### src/rtl/reg_wb_arbiter_pkg.sv
// -----------------------------------------------------------------------------
// reg_wb_arbiter_pkg
// Shared definitions for the register-file writeback arbiter.
//   DEF_W / DEF_D : default data width and register address width
//   req_id_e      : requester index, REQ_A (ALU writeback) / REQ_B (load unit)
//   wb_slot_t     : one holding-slot entry {valid, addr, data} at default widths
//   other_req()   : the requester that is not the given one
// -----------------------------------------------------------------------------
package reg_wb_arbiter_pkg;

    localparam int DEF_W = 8;
    localparam int DEF_D = 4;

    // Numeric values double as slot indices inside the arbiter (A = 0, B = 1).
    typedef enum logic {
        REQ_A = 1'b0,
        REQ_B = 1'b1
    } req_id_e;

    // Default-width view of a holding slot. Parameterised instances use a
    // same-shaped local typedef built from their own W and D.
    typedef struct packed {
        logic             valid;
        logic [DEF_D-1:0] addr;
        logic [DEF_W-1:0] data;
    } wb_slot_t;

    function automatic req_id_e other_req(input req_id_e id);
        return (id == REQ_A) ? REQ_B : REQ_A;
    endfunction

endpackage

### src/rtl/reg_wb_arbiter_wb_slot.sv
// -----------------------------------------------------------------------------
// wb_slot
// One-entry holding register for a single writeback requester.
//   CLK, RST_N          : clock, asynchronous active-low reset (slot empties)
//   load                : capture load_addr/load_data and mark the slot valid
//   clear               : drop the entry (ignored when load is also high, so a
//                         granted slot can be refilled on the same edge)
//   load_addr/load_data : incoming entry
//   valid/addr/data     : current slot contents
// -----------------------------------------------------------------------------
module wb_slot
    import reg_wb_arbiter_pkg::*;
#(
    parameter int W = DEF_W,
    parameter int D = DEF_D
) (
    input  logic         CLK,
    input  logic         RST_N,
    input  logic         load,
    input  logic         clear,
    input  logic [D-1:0] load_addr,
    input  logic [W-1:0] load_data,
    output logic         valid,
    output logic [D-1:0] addr,
    output logic [W-1:0] data
);

    typedef struct packed {
        logic         valid;
        logic [D-1:0] addr;
        logic [W-1:0] data;
    } slot_t;

    slot_t slot_reg;

    always_ff @(posedge CLK or negedge RST_N) begin
        if (!RST_N) begin
            slot_reg <= '0;
        end else if (load) begin
            slot_reg.valid <= 1'b1;
            slot_reg.addr  <= load_addr;
            slot_reg.data  <= load_data;
        end else if (clear) begin
            // Address/data are left stale; consumers qualify them with valid.
            slot_reg.valid <= 1'b0;
        end
    end

    assign valid = slot_reg.valid;
    assign addr  = slot_reg.addr;
    assign data  = slot_reg.data;

endmodule

### src/rtl/reg_wb_arbiter.sv
// -----------------------------------------------------------------------------
// reg_wb_arbiter
// Arbitrates two writeback requesters (A = ALU, B = load unit) onto the single
// write port of the register file. Each requester has a one-entry holding
// slot; grants are combinational from the slots, so a request accepted on
// edge N is written at the earliest on edge N+1.
//   CLK, RST_N                     : clock, asynchronous active-low reset
//   a_valid/a_ready/a_addr/a_data  : requester A valid/ready write offer
//   b_valid/b_ready/b_addr/b_data  : requester B valid/ready write offer
//   wr_hold                        : suppress any grant this cycle
//   reg_we/reg_waddr/reg_wdata     : register-file write port (zero when idle)
//   pend_mask                      : one bit per register with a buffered write
// Policy: a lone valid slot is granted at once; two valid slots with different
// addresses follow a round-robin pointer; two slots hitting the same address
// are drained oldest first so the younger value lands last. Writes to
// register 0 are dropped at acceptance.
// -----------------------------------------------------------------------------
module reg_wb_arbiter
    import reg_wb_arbiter_pkg::*;
#(
    parameter int W = DEF_W,
    parameter int D = DEF_D
) (
    input  logic            CLK,
    input  logic            RST_N,
    input  logic            a_valid,
    output logic            a_ready,
    input  logic [D-1:0]    a_addr,
    input  logic [W-1:0]    a_data,
    input  logic            b_valid,
    output logic            b_ready,
    input  logic [D-1:0]    b_addr,
    input  logic [W-1:0]    b_data,
    input  logic            wr_hold,
    output logic            reg_we,
    output logic [D-1:0]    reg_waddr,
    output logic [W-1:0]    reg_wdata,
    output logic [2**D-1:0] pend_mask
);

    localparam int NREQ = 2;

    // Index 0 is requester A, index 1 is requester B (matches req_id_e).
    logic [NREQ-1:0] req_valid;
    logic [D-1:0]    req_addr  [NREQ];
    logic [W-1:0]    req_data  [NREQ];

    logic [NREQ-1:0] slot_valid;
    logic [D-1:0]    slot_addr [NREQ];
    logic [W-1:0]    slot_data [NREQ];

    logic [NREQ-1:0] slot_ready;
    logic [NREQ-1:0] slot_load;
    logic [NREQ-1:0] slot_grant;
    logic [NREQ-1:0] slot_keep;

    logic            grant_en;
    req_id_e         grant_id;

    // Round-robin pointer: requester favoured when both slots differ in address.
    req_id_e         ptr_reg;
    // High when slot A holds the older entry; only meaningful with both valid.
    logic            a_older_reg;

    assign req_valid   = {b_valid, a_valid};
    assign req_addr[0] = a_addr;
    assign req_addr[1] = b_addr;
    assign req_data[0] = a_data;
    assign req_data[1] = b_data;

    // -------------------------------------------------------------------------
    // Per-requester slot plus its handshake.
    // -------------------------------------------------------------------------
    for (genvar gi = 0; gi < NREQ; gi++) begin : g_slot
        // A granted slot frees up on this edge, so it can take a new entry.
        assign slot_ready[gi] = !slot_valid[gi] || slot_grant[gi];
        // Register 0 reads as zero: accept the handshake but store nothing.
        assign slot_load[gi]  = req_valid[gi] && slot_ready[gi] &&
                                (req_addr[gi] != '0);
        // Entry already held that is still there after this edge.
        assign slot_keep[gi]  = slot_valid[gi] && !slot_grant[gi];

        wb_slot #(
            .W(W),
            .D(D)
        ) u_slot (
            .CLK       (CLK),
            .RST_N     (RST_N),
            .load      (slot_load[gi]),
            .clear     (slot_grant[gi]),
            .load_addr (req_addr[gi]),
            .load_data (req_data[gi]),
            .valid     (slot_valid[gi]),
            .addr      (slot_addr[gi]),
            .data      (slot_data[gi])
        );
    end

    assign a_ready = slot_ready[0];
    assign b_ready = slot_ready[1];

    // -------------------------------------------------------------------------
    // Grant selection.
    // -------------------------------------------------------------------------
    always_comb begin
        grant_en = 1'b0;
        grant_id = REQ_A;
        if (!wr_hold) begin
            if (slot_valid[0] && slot_valid[1]) begin
                grant_en = 1'b1;
                if (slot_addr[0] == slot_addr[1]) begin
                    // Same destination: retire the older value first so the
                    // register ends up holding the younger one.
                    grant_id = a_older_reg ? REQ_A : REQ_B;
                end else begin
                    grant_id = ptr_reg;
                end
            end else if (slot_valid[0]) begin
                grant_en = 1'b1;
                grant_id = REQ_A;
            end else if (slot_valid[1]) begin
                grant_en = 1'b1;
                grant_id = REQ_B;
            end
        end
    end

    assign slot_grant[0] = grant_en && (grant_id == REQ_A);
    assign slot_grant[1] = grant_en && (grant_id == REQ_B);

    // -------------------------------------------------------------------------
    // Pointer and age tracking.
    // -------------------------------------------------------------------------
    always_ff @(posedge CLK or negedge RST_N) begin
        if (!RST_N) begin
            ptr_reg     <= REQ_A;
            a_older_reg <= 1'b1;
        end else begin
            if (grant_en) begin
                ptr_reg <= other_req(grant_id);
            end
            // A newly loaded entry is younger than whatever survives in the
            // other slot; simultaneous loads make A the older one.
            if (slot_load[0] && slot_load[1]) begin
                a_older_reg <= 1'b1;
            end else if (slot_load[0]) begin
                a_older_reg <= !slot_keep[1];
            end else if (slot_load[1]) begin
                a_older_reg <= slot_keep[0];
            end
        end
    end

    // -------------------------------------------------------------------------
    // Register-file write port, zeroed when no grant is issued.
    // -------------------------------------------------------------------------
    always_comb begin
        reg_we    = grant_en;
        reg_waddr = '0;
        reg_wdata = '0;
        if (slot_grant[0]) begin
            reg_waddr = slot_addr[0];
            reg_wdata = slot_data[0];
        end else if (slot_grant[1]) begin
            reg_waddr = slot_addr[1];
            reg_wdata = slot_data[1];
        end
    end

    // -------------------------------------------------------------------------
    // Pending-write mask: one-hot of every valid slot address. A granted slot
    // keeps its bit until the edge that empties it.
    // -------------------------------------------------------------------------
    for (genvar gi = 0; gi < 2**D; gi++) begin : g_pend
        assign pend_mask[gi] = (slot_valid[0] && (slot_addr[0] == D'(gi))) ||
                               (slot_valid[1] && (slot_addr[1] == D'(gi)));
    end

endmodule

### config.mk
export PLATFORM = sky130hd
export DESIGN_NAME = reg_wb_arbiter
export DESIGN_NICKNAME = d
export VERILOG_FILES = /design/src/rtl/reg_wb_arbiter_pkg.sv /design/src/rtl/reg_wb_arbiter_wb_slot.sv /design/src/rtl/reg_wb_arbiter.sv
export SDC_FILE = /design/constraint.sdc
export NUM_CORES = 1
export LEC_CHECK = 0
export ABC_AREA = 0
export BUFFER_PORTS_ARGS = -buffer_cell sky130_fd_sc_hd__buf_2
export CORE_ASPECT_RATIO = 1.4
export CORE_UTILIZATION = 50
export DETAILED_ROUTE_END_ITERATION = 8
export PLACE_DENSITY = 0.84
export SYNTH_ARGS = -nofsm -noshare
export SYNTH_HDL_FRONTEND = slang
export SYNTH_SLANG_ARGS = --single-unit
### constraint.sdc
create_clock -name CLK -period 2.13 [get_ports CLK]
set_input_delay 0 -clock CLK [delete_from_list [all_inputs] [get_ports CLK]]
set_output_delay 0 -clock CLK [all_outputs]
set_load 0.01 [all_outputs]
==> impl_summary.log, run 1 <==
INFO  metric slew_viol_final = 0
INFO  metric synth_edf_count = 0
INFO  metric crit_required = 2130 ps
INFO  metric reg_top3 = g_slot.u_slot.data: 16 flops, g_slot.u_slot.addr: 8 flops, g_slot.u_slot.valid: 2 flops
INFO  metric synthesized_net_count = 206
INFO  metric ys_seq_area_frac = 0.413
INFO  metric detailedPlacementHpwl = 3320 um
INFO  metric total_leakage_power = 1.19 nW
INFO  metric maxClockFrequency = 485 MHz
INFO  metric setup.reg_to_reg.worst_slack = 150 ps
INFO  metric path_delay_family = flip-flops
INFO  metric cts_root_buf = sky130_fd_sc_hd__clkbuf_8
INFO  metric floorplan_core_area = 0.00318 mm2
INFO  metric min_path_type = input pin to register
INFO  metric rsz0062_at_grt = no
INFO  metric routed_wire_length_per_instance = 16.4 um
INFO  metric fin_nets = 292
INFO  metric synth.cell_area = 0.00170 mm2
INFO  metric die_width = 51.3 um
INFO  metric antenna_left = 0
INFO  metric start_util = 0.534
INFO  metric final_layout_size_suffix_gt1_frac = 0.366
INFO  metric clk-insertion-delay-late = 270 ps
INFO  metric drt_drc_violations_left = 0
INFO  metric numPortBuffers = 59
INFO  metric p_switching = 0.00153 W
INFO  metric worst-slew-pin-transition = 611 ps
INFO  metric setup_ws = 66.9 ps
INFO  metric number_of_buffers_created_by_cts = 3
INFO  metric cts.path.max_buffers = 2
INFO  metric grt_start_max_net_pins = 29
INFO  metric post_synthesis_average_cell_area = 9.61 um2
INFO  metric power.sequential.fraction = 0.309
INFO  metric dp_worst_setup_slack = 211 ps
INFO  metric critical_path.endpoint = reg_waddr[1]
INFO  metric min_period_over_period = 0.969
INFO  metric cts_num_sinks = 28
INFO  metric status = completed
INFO  metric cell_internal_pwr = 0.00188 W
INFO  metric ys_types = 34
INFO  metric tritoncts = done
INFO  metric synth_flop_cell = sky130_fd_sc_hd__dfrtp_1
INFO  metric synthToLayoutAreaGrowth = 35.8%
INFO  metric post_drt_via_cell_ratio = 5.74
INFO  metric cp_num_buf_inv = 2
INFO  metric antenna-diode-count = 0
INFO  metric timing.critical_path.depth = 7
INFO  metric min_period = 2060 ps
INFO  metric postSynth.asyncResetShare = 1.00
INFO  metric swShare = 0.448
INFO  metric yosys_warnings = 0
INFO  metric power.density_cell_area = 1480 mW/mm2
INFO  metric first_pass_grt_wire_length = 7890 um
INFO  metric cts_max_level = 1
INFO  metric global_route.usage.total = 0.288
INFO  metric regMostFlops = g_slot.u_slot.data
INFO  metric die_h = 71 um
INFO  metric ioPinCount = 60
INFO  metric flip_flop_count_of_the_largest_register_all_copies_and_words_added = 16
INFO  metric max_capacitance_violation_count = 0
INFO  metric synth_seq_cells = 28
INFO  metric grt-ovfl-total = 0
INFO  metric critPathMaxFanout = 4
INFO  metric relative_contribution_of_the_clock_network_to_total_power = 0.085
INFO  metric timing.clock.skew = 4.21 ps
INFO  metric timing.slew.headroom = 0.593
INFO  metric critPathArrivalTime = 2060 ps
INFO  metric clk_pin_slew_worst_paths = 90 ps
INFO  metric first_global_vias = 1764
INFO  metric crit_chain = xnor2_1 -> nand4_2 -> mux2i_1 -> a211o_1 -> buf_4 -> mux2i_1 -> buf_2
INFO  metric drt_pass1_iterations = 4
INFO  metric worst_r2r_endpoint = g_slot[1].u_slot.data[2]
INFO  metric worstReg2RegStart = g_slot[0].u_slot.addr[1]
INFO  metric timing.critical_path.from_type = register
INFO  metric cp-startpoint = g_slot[0].u_slot.addr[1]
INFO  metric num_rows = 24
INFO  metric hold_violations = 0
INFO  metric setup_violations = 0
INFO  metric syn_inst = 177
INFO  metric worst_ir_drop_vdd = 0.941 mV
INFO  metric cp-end-kind = output pin
INFO  metric globalplace.congestion = 0.892
INFO  metric cpMostUsedCell = sky130_fd_sc_hd__mux2i_1
INFO  metric slowest_delay = 420 ps
INFO  metric via_count = 1727
INFO  metric initialDrtViolationCount = 86
INFO  metric final.setup.tns = 0 ps
INFO  metric grt_antenna_before_repair = 0
INFO  metric critical_path.slowest_cell = sky130_fd_sc_hd__dfrtp_1
INFO  metric category_of_the_most_critical_setup_path = register to output pin
INFO  metric die-area = 0.00364 mm2
INFO  metric postRouteWirelength = 4920 um
INFO  metric worst_r2r_path_depth = 6
INFO  metric power.combinational.fraction = 0.606
worst min path at each step:
stage / start / slack, ps / depth (start not counted) / end
after global routing: b_addr[2] / 30 / 3 / g_slot[1].u_slot.valid
after detailed placement: RST_N / 40 / 1 / g_slot[0].u_slot.data[2]
after global placement: RST_N / 40 / 1 / g_slot[0].u_slot.data[1]
final: b_addr[2] / 20 / 3 / g_slot[1].u_slot.valid
after floorplan: RST_N / -300 / 0 / g_slot[0].u_slot.addr[0]
after CTS: b_data[3] / 10 / 3 / g_slot[1].u_slot.data[3]
worst reg2reg max path, cell delays in order (launching register included):
cell,delay [ps]
sky130_fd_sc_hd__dfrtp_1,420
sky130_fd_sc_hd__xnor2_1,210
sky130_fd_sc_hd__nand4_2,150
sky130_fd_sc_hd__buf_4,180
sky130_fd_sc_hd__mux2_4,330
sky130_fd_sc_hd__and2_1,410
sky130_fd_sc_hd__o21ai_0,150
per-layer routing:
| layer | share of wire | track usage | wire, um |
|---|---|---|---|
| met5 | 0 | 0 | 0 |
| met4 | 0.023 | 0.102 | 112 |
| met3 | 0.039 | 0.0151 | 192 |
| met2 | 0.56 | 0.560 | 2740 |
| met1 | 0.38 | 0.317 | 1880 |
area by class of cell:
class | count | area (um2)
fillers | 250 | 873
multi-input cells | 124 | 872
flip-flops and latches | 28 | 706
repair buffers | 89 | 574
inverters | 17 | 63.8
well taps | 39 | 48.8
clock buffers | 4 | 45.0
synthesized netlist by cell type, types with 2 or more instances:
library cell / instances / share of area
sky130_fd_sc_hd__o22ai_1: 16 / 0.059
sky130_fd_sc_hd__nand2_1: 21 / 0.046
sky130_fd_sc_hd__nand3_1: 18 / 0.053
sky130_fd_sc_hd__o21ai_0: 14 / 0.041
sky130_fd_sc_hd__buf_6: 3 / 0.020
sky130_fd_sc_hd__nor2_1: 3 / 0.0066
sky130_fd_sc_hd__mux2i_1: 15 / 0.088
sky130_fd_sc_hd__xnor2_1: 4 / 0.021
sky130_fd_sc_hd__inv_1: 16 / 0.035
sky130_fd_sc_hd__nand3b_1: 2 / 0.0088
sky130_fd_sc_hd__mux2_2: 12 / 0.079
sky130_fd_sc_hd__nand2b_1: 2 / 0.0074
sky130_fd_sc_hd__nor2b_1: 2 / 0.0074
sky130_fd_sc_hd__a21o_1: 2 / 0.0088
sky130_fd_sc_hd__dfrtp_1: 27 / 0.40
sky130_fd_sc_hd__buf_4: 2 / 0.0088
cell usage in the layout, fill, tap and decap left out, types with 2 or more instances in the layout:
| master | netlist | final |
|---|---|---|
| sky130_fd_sc_hd__o22ai_1 | 16 | 16 |
| sky130_fd_sc_hd__mux2i_1 | 15 | 15 |
| sky130_fd_sc_hd__nand3_1 | 18 | 18 |
| sky130_fd_sc_hd__nor2_1 | 3 | 3 |
| sky130_fd_sc_hd__o21ai_0 | 14 | 14 |
| sky130_fd_sc_hd__buf_2 | 1 | 59 |
| sky130_fd_sc_hd__dfrtp_1 | 27 | 24 |
| sky130_fd_sc_hd__clkbuf_8 | 0 | 3 |
| sky130_fd_sc_hd__dlygate4sd3_1 | 0 | 20 |
| sky130_fd_sc_hd__buf_4 | 2 | 9 |
| sky130_fd_sc_hd__xnor2_1 | 4 | 2 |
| sky130_fd_sc_hd__nand2b_1 | 2 | 2 |
| sky130_fd_sc_hd__nor2b_1 | 2 | 2 |
| sky130_fd_sc_hd__mux2_2 | 12 | 12 |
| sky130_fd_sc_hd__dfrtp_2 | 0 | 3 |
| sky130_fd_sc_hd__a21o_1 | 2 | 2 |
| sky130_fd_sc_hd__xnor2_2 | 0 | 2 |
| sky130_fd_sc_hd__inv_1 | 16 | 16 |
| sky130_fd_sc_hd__nand2_1 | 21 | 21 |
| sky130_fd_sc_hd__nand3b_1 | 2 | 2 |
cell families (layout without fill, tap and decap cells):
logic type / after synthesis / in the layout / share of synthesized area
buffers and inverters: 25 / 110 / 0.0831
flip-flops: 28 / 28 / 0.413
AO/OA/AOI/OAI: 38 / 38 / 0.149
AND/OR/NAND/NOR: 54 / 54 / 0.158
multiplexers: 28 / 28 / 0.177
XOR/XNOR: 4 / 4 / 0.0206
power groups by stage:
stage / Sequential [W] / Clock [W] / Combinational [W]
2_1_floorplan: 0.000963 / 0 / 0.00144
3_3_place_gp: 0.00103 / 0 / 0.00187
3_5_place_dp: 0.00104 / 0 / 0.00193
4_1_cts: 0.00103 / 0.000295 / 0.00199
5_1_grt: 0.00109 / 0.000319 / 0.00223
6_report: 0.00105 / 0.000289 / 0.00207
stage by stage:
stage          hold WS (ps)   util  area (um2)  total power [W]  instances
3_5_place_dp           42.9  0.639        2030          0.00297        276
5_1_grt                28.6  0.726        2310          0.00364        301
3_3_place_gp           39.1  0.639        2030          0.00290        276
2_1_floorplan          -296      -        1700          0.00240        177
6_report               17.8  0.726        2310          0.00341        301
4_1_cts                10.0  0.719        2290          0.00331        301
what timing repair did:
| action | 4_1_cts | 5_1_grt |
|---|---|---|
| hold buffers | 20 | 0 |
| setup buffers | 1 | 0 |
| setup endpoints to repair | 12 | 15 |
| pin swaps | 1 | 2 |
| resized for setup | 0 | 6 |
| hold endpoints to repair | 46 | 0 |
Power figures use the tool's default switching activity.
==> inputs of run 2 (changes only) <==
Settings changed: BUFFER_PORTS_ARGS -buffer_cell sky130_fd_sc_hd__buf_2 to -buffer_cell sky130_fd_sc_hd__clkbuf_2, SYNTH_HIERARCHICAL set to 1.
==> impl_summary.log, run 2 <==
INFO  metric status = finished, violations left
INFO  metric failed_checks = negative setup slack
INFO  metric antenna_left = 0
INFO  metric die_h = 72.2 um
INFO  metric postRouteWirelength = 5580 um
INFO  metric synth_top_area_share = 0.384
INFO  metric worst-slew-pin-transition = 670 ps
INFO  metric synthesized_net_count = 196
INFO  metric category_of_the_most_critical_setup_path = register to output pin
INFO  metric grt-ovfl-total = 0
INFO  metric ioPinCount = 60
INFO  metric synth_area_leaders = sky130_fd_sc_hd__dfrtp_1, sky130_fd_sc_hd__mux2_4, sky130_fd_sc_hd__mux2i_1
INFO  metric hold_violations = 0
INFO  metric final_total_power = 0.00410 W
INFO  metric critPathArrivalTime = 2390 ps
INFO  metric synth_edf_count = 0
INFO  metric layout_common_cells = sky130_fd_sc_hd__clkbuf_2, sky130_fd_sc_hd__dfrtp_1, sky130_fd_sc_hd__dlygate4sd3_1, sky130_fd_sc_hd__buf_4, sky130_fd_sc_hd__mux2_4
INFO  metric cts_num_sinks = 28
INFO  metric cp-startpoint = g_slot[0].u_slot/addr[0]
INFO  metric max_capacitance_violation_count = 0
INFO  metric clk_pin_slew_worst_paths = 100 ps
INFO  metric worst_r2r_path_depth = 8
INFO  metric total_leakage_power = 1.38 nW
INFO  metric die_width = 52.2 um
INFO  metric drt_pass1_iterations = 4
INFO  metric worstReg2RegStart = g_slot[0].u_slot/addr[0]
INFO  metric synth.most_common_cell = sky130_fd_sc_hd__dfrtp_1
INFO  metric start_util = 0.521
INFO  metric worst_hold_path.endpoint = a_older_reg
INFO  metric layout_commonest_cell = sky130_fd_sc_hd__clkbuf_2
INFO  metric globalplace.congestion = 0.827
INFO  metric initialDrtViolationCount = 76
INFO  metric postSynth.asyncResetShare = 1.00
INFO  metric die-area = 0.00377 mm2
INFO  metric yosys_warnings = 6
INFO  metric slew_viol_final = 0
INFO  metric synth_flop_cell = sky130_fd_sc_hd__dfrtp_1
INFO  metric grt_start_max_net_pins = 29
INFO  metric min_period_over_period = 1.12
INFO  metric fin_nets = 304
INFO  metric drt_drc_violations_left = 0
INFO  metric cp-end-kind = output pin
INFO  metric min_path_type = input pin to register
INFO  metric flip_flop_count_of_the_largest_register_all_copies_and_words_added = 16
INFO  metric layout.filler_cells = 218
INFO  metric ys_seq_area_frac = 0.399
INFO  metric numPortBuffers = 59
INFO  metric regMostFlops = g_slot.u_slot/data
INFO  metric number_of_buffers_created_by_cts = 3
INFO  metric crit_required = 2130 ps
INFO  metric cts_max_level = 1
INFO  metric global_route.usage.total = 0.302
INFO  metric setup_ws = -263 ps
INFO  metric via_count = 1798
INFO  metric netlist_top_cells_count = sky130_fd_sc_hd__dfrtp_1, sky130_fd_sc_hd__nand2_1, sky130_fd_sc_hd__mux2_4, sky130_fd_sc_hd__o22ai_1, sky130_fd_sc_hd__inv_1
INFO  metric synth_seq_cells = 28
INFO  metric first_pass_grt_wire_length = 8280 um
INFO  metric worst_r2r_endpoint = g_slot[0].u_slot/data[1]
INFO  metric hold_path_startpoint = wr_hold
INFO  metric floorplan_core_area = 0.00338 mm2
INFO  metric timing.critical_path.from_type = register
INFO  metric setup.reg_to_reg.worst_slack = -250 ps
INFO  metric ys_types = 33
INFO  metric post_drt_via_cell_ratio = 5.73
INFO  metric setup_violations = 39
INFO  metric yosys.area_share.xor_xnor = 0.0199
INFO  metric tritoncts = done
INFO  metric adder_cell_share_of_the_synthesized_area = 0.00569
INFO  metric critPathMaxFanout = 5
INFO  metric synth-simple-area-share = 0.118
INFO  metric antenna-diode-count = 0
INFO  metric synth.cell_area = 0.00176 mm2
INFO  metric post_synthesis_average_cell_area = 10.5 um2
INFO  metric min_period = 2390 ps
INFO  metric synthToLayoutAreaGrowth = 51.3%
INFO  metric min_delay_path_depth = 2
INFO  metric post-synth-top-area-cell = sky130_fd_sc_hd__dfrtp_1
INFO  metric rsz0062_at_grt = yes
INFO  metric cts_root_buf = sky130_fd_sc_hd__clkbuf_8
INFO  metric routed_wire_length_per_instance = 17.8 um
INFO  metric detailedPlacementHpwl = 3640 um
INFO  metric timing.clock.skew = 7.67 ps
INFO  metric cts.path.max_buffers = 2
INFO  metric reg_top3 = g_slot.u_slot/data: 16 flops, g_slot.u_slot/addr: 8 flops, g_slot.u_slot/valid: 2 flops
INFO  metric synth.mux.area_fraction = 0.266
INFO  metric power.density_cell_area = 1540 mW/mm2
INFO  metric worst_ir_drop_vdd = 1.10 mV
INFO  metric hold-worst-slack = 88.6 ps
INFO  metric maxClockFrequency = 418 MHz
INFO  metric grt_antenna_before_repair = 0
INFO  metric timing.slew.headroom = 0.553
INFO  metric first_global_vias = 1850
INFO  metric final_layout_size_suffix_gt1_frac = 0.467
INFO  metric clk-insertion-delay-late = 280 ps
INFO  metric synth_compound_area_frac = 0.122
INFO  metric num_rows = 25
INFO  metric dominant_combinational_cell_family_by_area_after_synthesis = multiplexers
INFO  metric syn_inst = 167
run 2: final cells by class:
type,count,area (um2),share of cell area
tap,40,50.0,0.0188
inverter,17,63.8,0.0240
clock buffer,3,41.3,0.0155
sequential,28,702,0.264
clock inverter,1,30.0,0.0113
multi-input combinational,114,1000,0.376
timing repair buffer,111,774,0.291
run 2: repair_timing:
item / CTS / global route
buffers inserted: 4 / 1
gates resized for setup: 2 / 25
hold endpoints to repair: 52 / 0
hold buffers: 26 / 0
pin swaps: 2 / 3
endpoints found under the setup margin: 38 / 40
gates cloned: 0 / 0
run 2: cells by family after synthesis:
| family | after synthesis |
|---|---|
| xor+xnor | 4 |
| flops | 28 |
| compound gates | 31 |
| fa+ha+maj | 1 |
| simple gates | 41 |
| mux | 37 |
| buf+inv | 25 |
run 2: stage by stage:
stage	cells	worst slack, ps	area (um2)	util	TNS, ps
global placement	279	18.5	2230	0.660	0
CTS	313	-276	2600	0.770	-5650
global route	314	-324	2660	0.789	-9520
detailed placement	279	-60.1	2230	0.660	-590
floorplan	167	-150	1770	-	-1400
finish	314	-263	2660	0.789	-7060
run 2: worst max-delay path by stage:
stage	endpoint	cells past startpoint	slack (ps)
4_1_cts	reg_wdata[7]	8	-280
3_3_place_gp	g_slot[0].u_slot/addr[2]	7	20
6_report	reg_wdata[7]	8	-260
2_1_floorplan	g_slot[0].u_slot/addr[0]	7	-150
5_1_grt	reg_wdata[7]	8	-320
3_5_place_dp	g_slot[0].u_slot/addr[1]	7	-60
run 2: critical path, stage by stage, from the launching register on:
cell	delay (ps)
sky130_fd_sc_hd__dfrtp_1	430
sky130_fd_sc_hd__xor2_2	200
sky130_fd_sc_hd__nor4_4	340
sky130_fd_sc_hd__mux2i_2	130
sky130_fd_sc_hd__buf_4	150
sky130_fd_sc_hd__a211o_4	340
sky130_fd_sc_hd__buf_6	150
sky130_fd_sc_hd__mux2i_2	200
sky130_fd_sc_hd__buf_2	170
run 2: metal layers:
| metal | wire length, um | part of all wire | vias up | GRT usage |
|---|---|---|---|---|
| met1 | 1930 | 0.35 | 867 | 0.296 |
| li1 | - | - | 807 | - |
| met4 | 233 | 0.042 | 0 | 0.129 |
| met5 | 0 | 0 | - | 0 |
| met3 | 268 | 0.048 | 29 | 0.0461 |
| met2 | 3150 | 0.56 | 95 | 0.595 |
run 2: report_power, final:
group          switching (W)  total [W]  internal [W]  leakage [nW]
sequential          0.000297    0.00111      0.000812         0.325
combinational        0.00124    0.00257       0.00133          1.02
clock               0.000169   0.000421      0.000252        0.0357
==> inputs of run 3 (changes only) <==
Settings changed: PLACE_DENSITY 0.84 to 0.8.
==> impl_summary.log, run 3 (synthesized netlist as in run 2, its figures left out) <==
INFO  metric layout_commonest_cell = sky130_fd_sc_hd__clkbuf_2
INFO  metric timing.slew.headroom = 0.530
INFO  metric global_route.usage.total = 0.278
INFO  metric status = finished, violations left
INFO  metric max_capacitance_violation_count = 0
INFO  metric detailedPlacementHpwl = 3410 um
INFO  metric dp_worst_setup_slack = -62.6 ps
INFO  metric postRouteWirelength = 4880 um
INFO  metric die_width = 52.2 um
INFO  metric reg_top3 = g_slot.u_slot/data: 16 flops, g_slot.u_slot/addr: 8 flops, g_slot.u_slot/valid: 2 flops
INFO  metric ioPinCount = 60
INFO  metric via_count = 1727
INFO  metric min_period = 2330 ps
INFO  metric post_drt_via_cell_ratio = 5.55
INFO  metric antenna_left = 0
INFO  metric drt_pass1_iterations = 5
INFO  metric first_global_vias = 1749
INFO  metric min_delay_path_depth = 2
INFO  metric failed_checks = negative setup slack
INFO  metric min_period_over_period = 1.10
INFO  metric first_pass_grt_wire_length = 7630 um
INFO  metric synthToLayoutAreaGrowth = 46.6%
INFO  metric setup_ws = -203 ps
INFO  metric grtUsageMet3 = 0.0252
INFO  metric num_rows = 25
INFO  metric number_of_buffers_created_by_cts = 3
INFO  metric globalRoute.busiestLayer = met2
INFO  metric layout.filler_cells = 234
INFO  metric layout_common_cells = sky130_fd_sc_hd__clkbuf_2, sky130_fd_sc_hd__dfrtp_1, sky130_fd_sc_hd__dlygate4sd3_1, sky130_fd_sc_hd__nand2_1
INFO  metric grt_start_max_net_pins = 29
INFO  metric routed_wire_length_per_instance = 15.7 um
INFO  metric start_util = 0.521
INFO  metric cp-startpoint = g_slot[1].u_slot/addr[0]
INFO  metric die_h = 72.2 um
INFO  metric cts_num_sinks = 28
INFO  metric critPathMaxFanout = 4
INFO  metric power.density_cell_area = 1450 mW/mm2
INFO  metric antenna-diode-count = 0
INFO  metric worst-slew-pin-transition = 705 ps
INFO  metric worst_r2r_path_depth = 9
INFO  metric hold_path_startpoint = wr_hold
INFO  metric slew_viol_final = 0
INFO  metric tritoncts = done
INFO  metric floorplan_core_area = 0.00338 mm2
INFO  metric fin_nets = 301
INFO  metric cts_max_level = 1
INFO  metric worstReg2RegStart = g_slot[1].u_slot/addr[0]
INFO  metric final_layout_size_suffix_gt1_frac = 0.450
INFO  metric min_path_type = input pin to register
INFO  metric cts_root_buf = sky130_fd_sc_hd__clkbuf_8
INFO  metric die-area = 0.00377 mm2
INFO  metric grt-ovfl-total = 0
INFO  metric multi_input_comb_area = 962 um2
INFO  metric clk_pin_slew_worst_paths = 100 ps
INFO  metric initialDrtViolationCount = 35
INFO  metric register_area = 702 um2
INFO  metric cts.path.max_buffers = 2
INFO  metric timing.critical_path.from_type = register
INFO  metric groute.layer.met1.usage = 0.269
INFO  metric worst_r2r_endpoint = g_slot[0].u_slot/addr[2]
INFO  metric drt_drc_violations_left = 0
INFO  metric globalplace.congestion = 0.810
INFO  metric rsz0062_at_grt = yes
INFO  metric setup_violations = 36
INFO  metric flip_flop_count_of_the_largest_register_all_copies_and_words_added = 16
INFO  metric crit_required = 2130 ps
INFO  metric grt_antenna_before_repair = 0
INFO  metric hold_violations = 0
INFO  metric timing.clock.skew = 8.23 ps
INFO  metric global_route.usage.met2 = 0.531
INFO  metric setup.reg_to_reg.worst_slack = -180 ps
INFO  metric clk-insertion-delay-late = 280 ps
INFO  metric hold-worst-slack = 52.5 ps
INFO  metric numPortBuffers = 59
INFO  metric total_leakage_power = 1.34 nW
INFO  metric regMostFlops = g_slot.u_slot/data
INFO  metric category_of_the_most_critical_setup_path = register to output pin
INFO  metric worst_ir_drop_vdd = 0.894 mV
INFO  metric critPathArrivalTime = 2330 ps
INFO  metric maxClockFrequency = 429 MHz
INFO  metric worst_hold_path.endpoint = a_older_reg
INFO  metric cp-end-kind = output pin
run 3: changes by cell type in the layout (fill, tap and decap cells not counted), sizes merged:
cell / previous run / this run
buf: 40 / 36
bufinv: 1 / 0
clkbuf: 48 / 51
dlygate4sd3: 26 / 25
run 3: how the worst max path moves through the flow:
stage	endpoint	slack [ps]	depth (start not counted)
after detailed placement	g_slot[0].u_slot/data[4]	-60	7
after global routing	g_slot[0].u_slot/addr[2]	-320	9
after floorplan	g_slot[0].u_slot/addr[0]	-150	7
after global placement	g_slot[0].u_slot/data[1]	10	7
final	reg_wdata[6]	-200	8
after CTS	reg_wdata[6]	-190	8
run 3: per-stage QoR:
stage | cells | power [W] | TNS, ps | area, um2 | utilization
after CTS | 310 | 0.00368 | -3120 | 2570 | 0.760
final | 311 | 0.00374 | -4700 | 2580 | 0.764
after detailed placement | 278 | 0.00326 | -458 | 2220 | 0.658
after global routing | 311 | 0.00397 | -8870 | 2580 | 0.764
after floorplan | 167 | 0.00249 | -1400 | 1770 | -
after global placement | 278 | 0.00318 | 0 | 2220 | 0.658
run 3: layer usage:
layer	vias up	share of wire	wire (um)
li1	803	-	-
met1	824	0.36	1750
met2	78	0.55	2690
met3	22	0.043	212
met4	0	0.046	223
met5	-	0	0
run 3: worst max-delay path, cell delays in order, from the launching register on:
cell,delay (ps)
sky130_fd_sc_hd__dfrtp_1,420
sky130_fd_sc_hd__xor2_1,200
sky130_fd_sc_hd__nor4_4,320
sky130_fd_sc_hd__mux2i_2,120
sky130_fd_sc_hd__buf_4,160
sky130_fd_sc_hd__a211o_4,360
sky130_fd_sc_hd__buf_6,140
sky130_fd_sc_hd__mux2i_2,170
sky130_fd_sc_hd__buf_2,160
run 3: final cells by class:
class	count	share of cell area
Multi-Input combinational cell	114	0.373
Timing Repair Buffer	108	0.293
Sequential cell	28	0.272
Inverter	17	0.0247
Tap cell	40	0.0194
Clock buffer	4	0.0175
run 3: timing repair:
action	in CTS	in global routing
resized for setup	7	13
endpoints found under the setup margin	36	38
hold buffers	25	0
hold endpoints to repair	51	0
buffers inserted	2	1
gates cloned	1	0
pin swaps	2	1
run 3: power breakdown:
part | total [W] | internal, W | switching, W | leakage, nW
clock network | 0.000297 | 0.000134 | 0.000162 | 0.0228
logic | 0.00236 | 0.00123 | 0.00112 | 0.997
registers | 0.00109 | 0.000812 | 0.000274 | 0.325
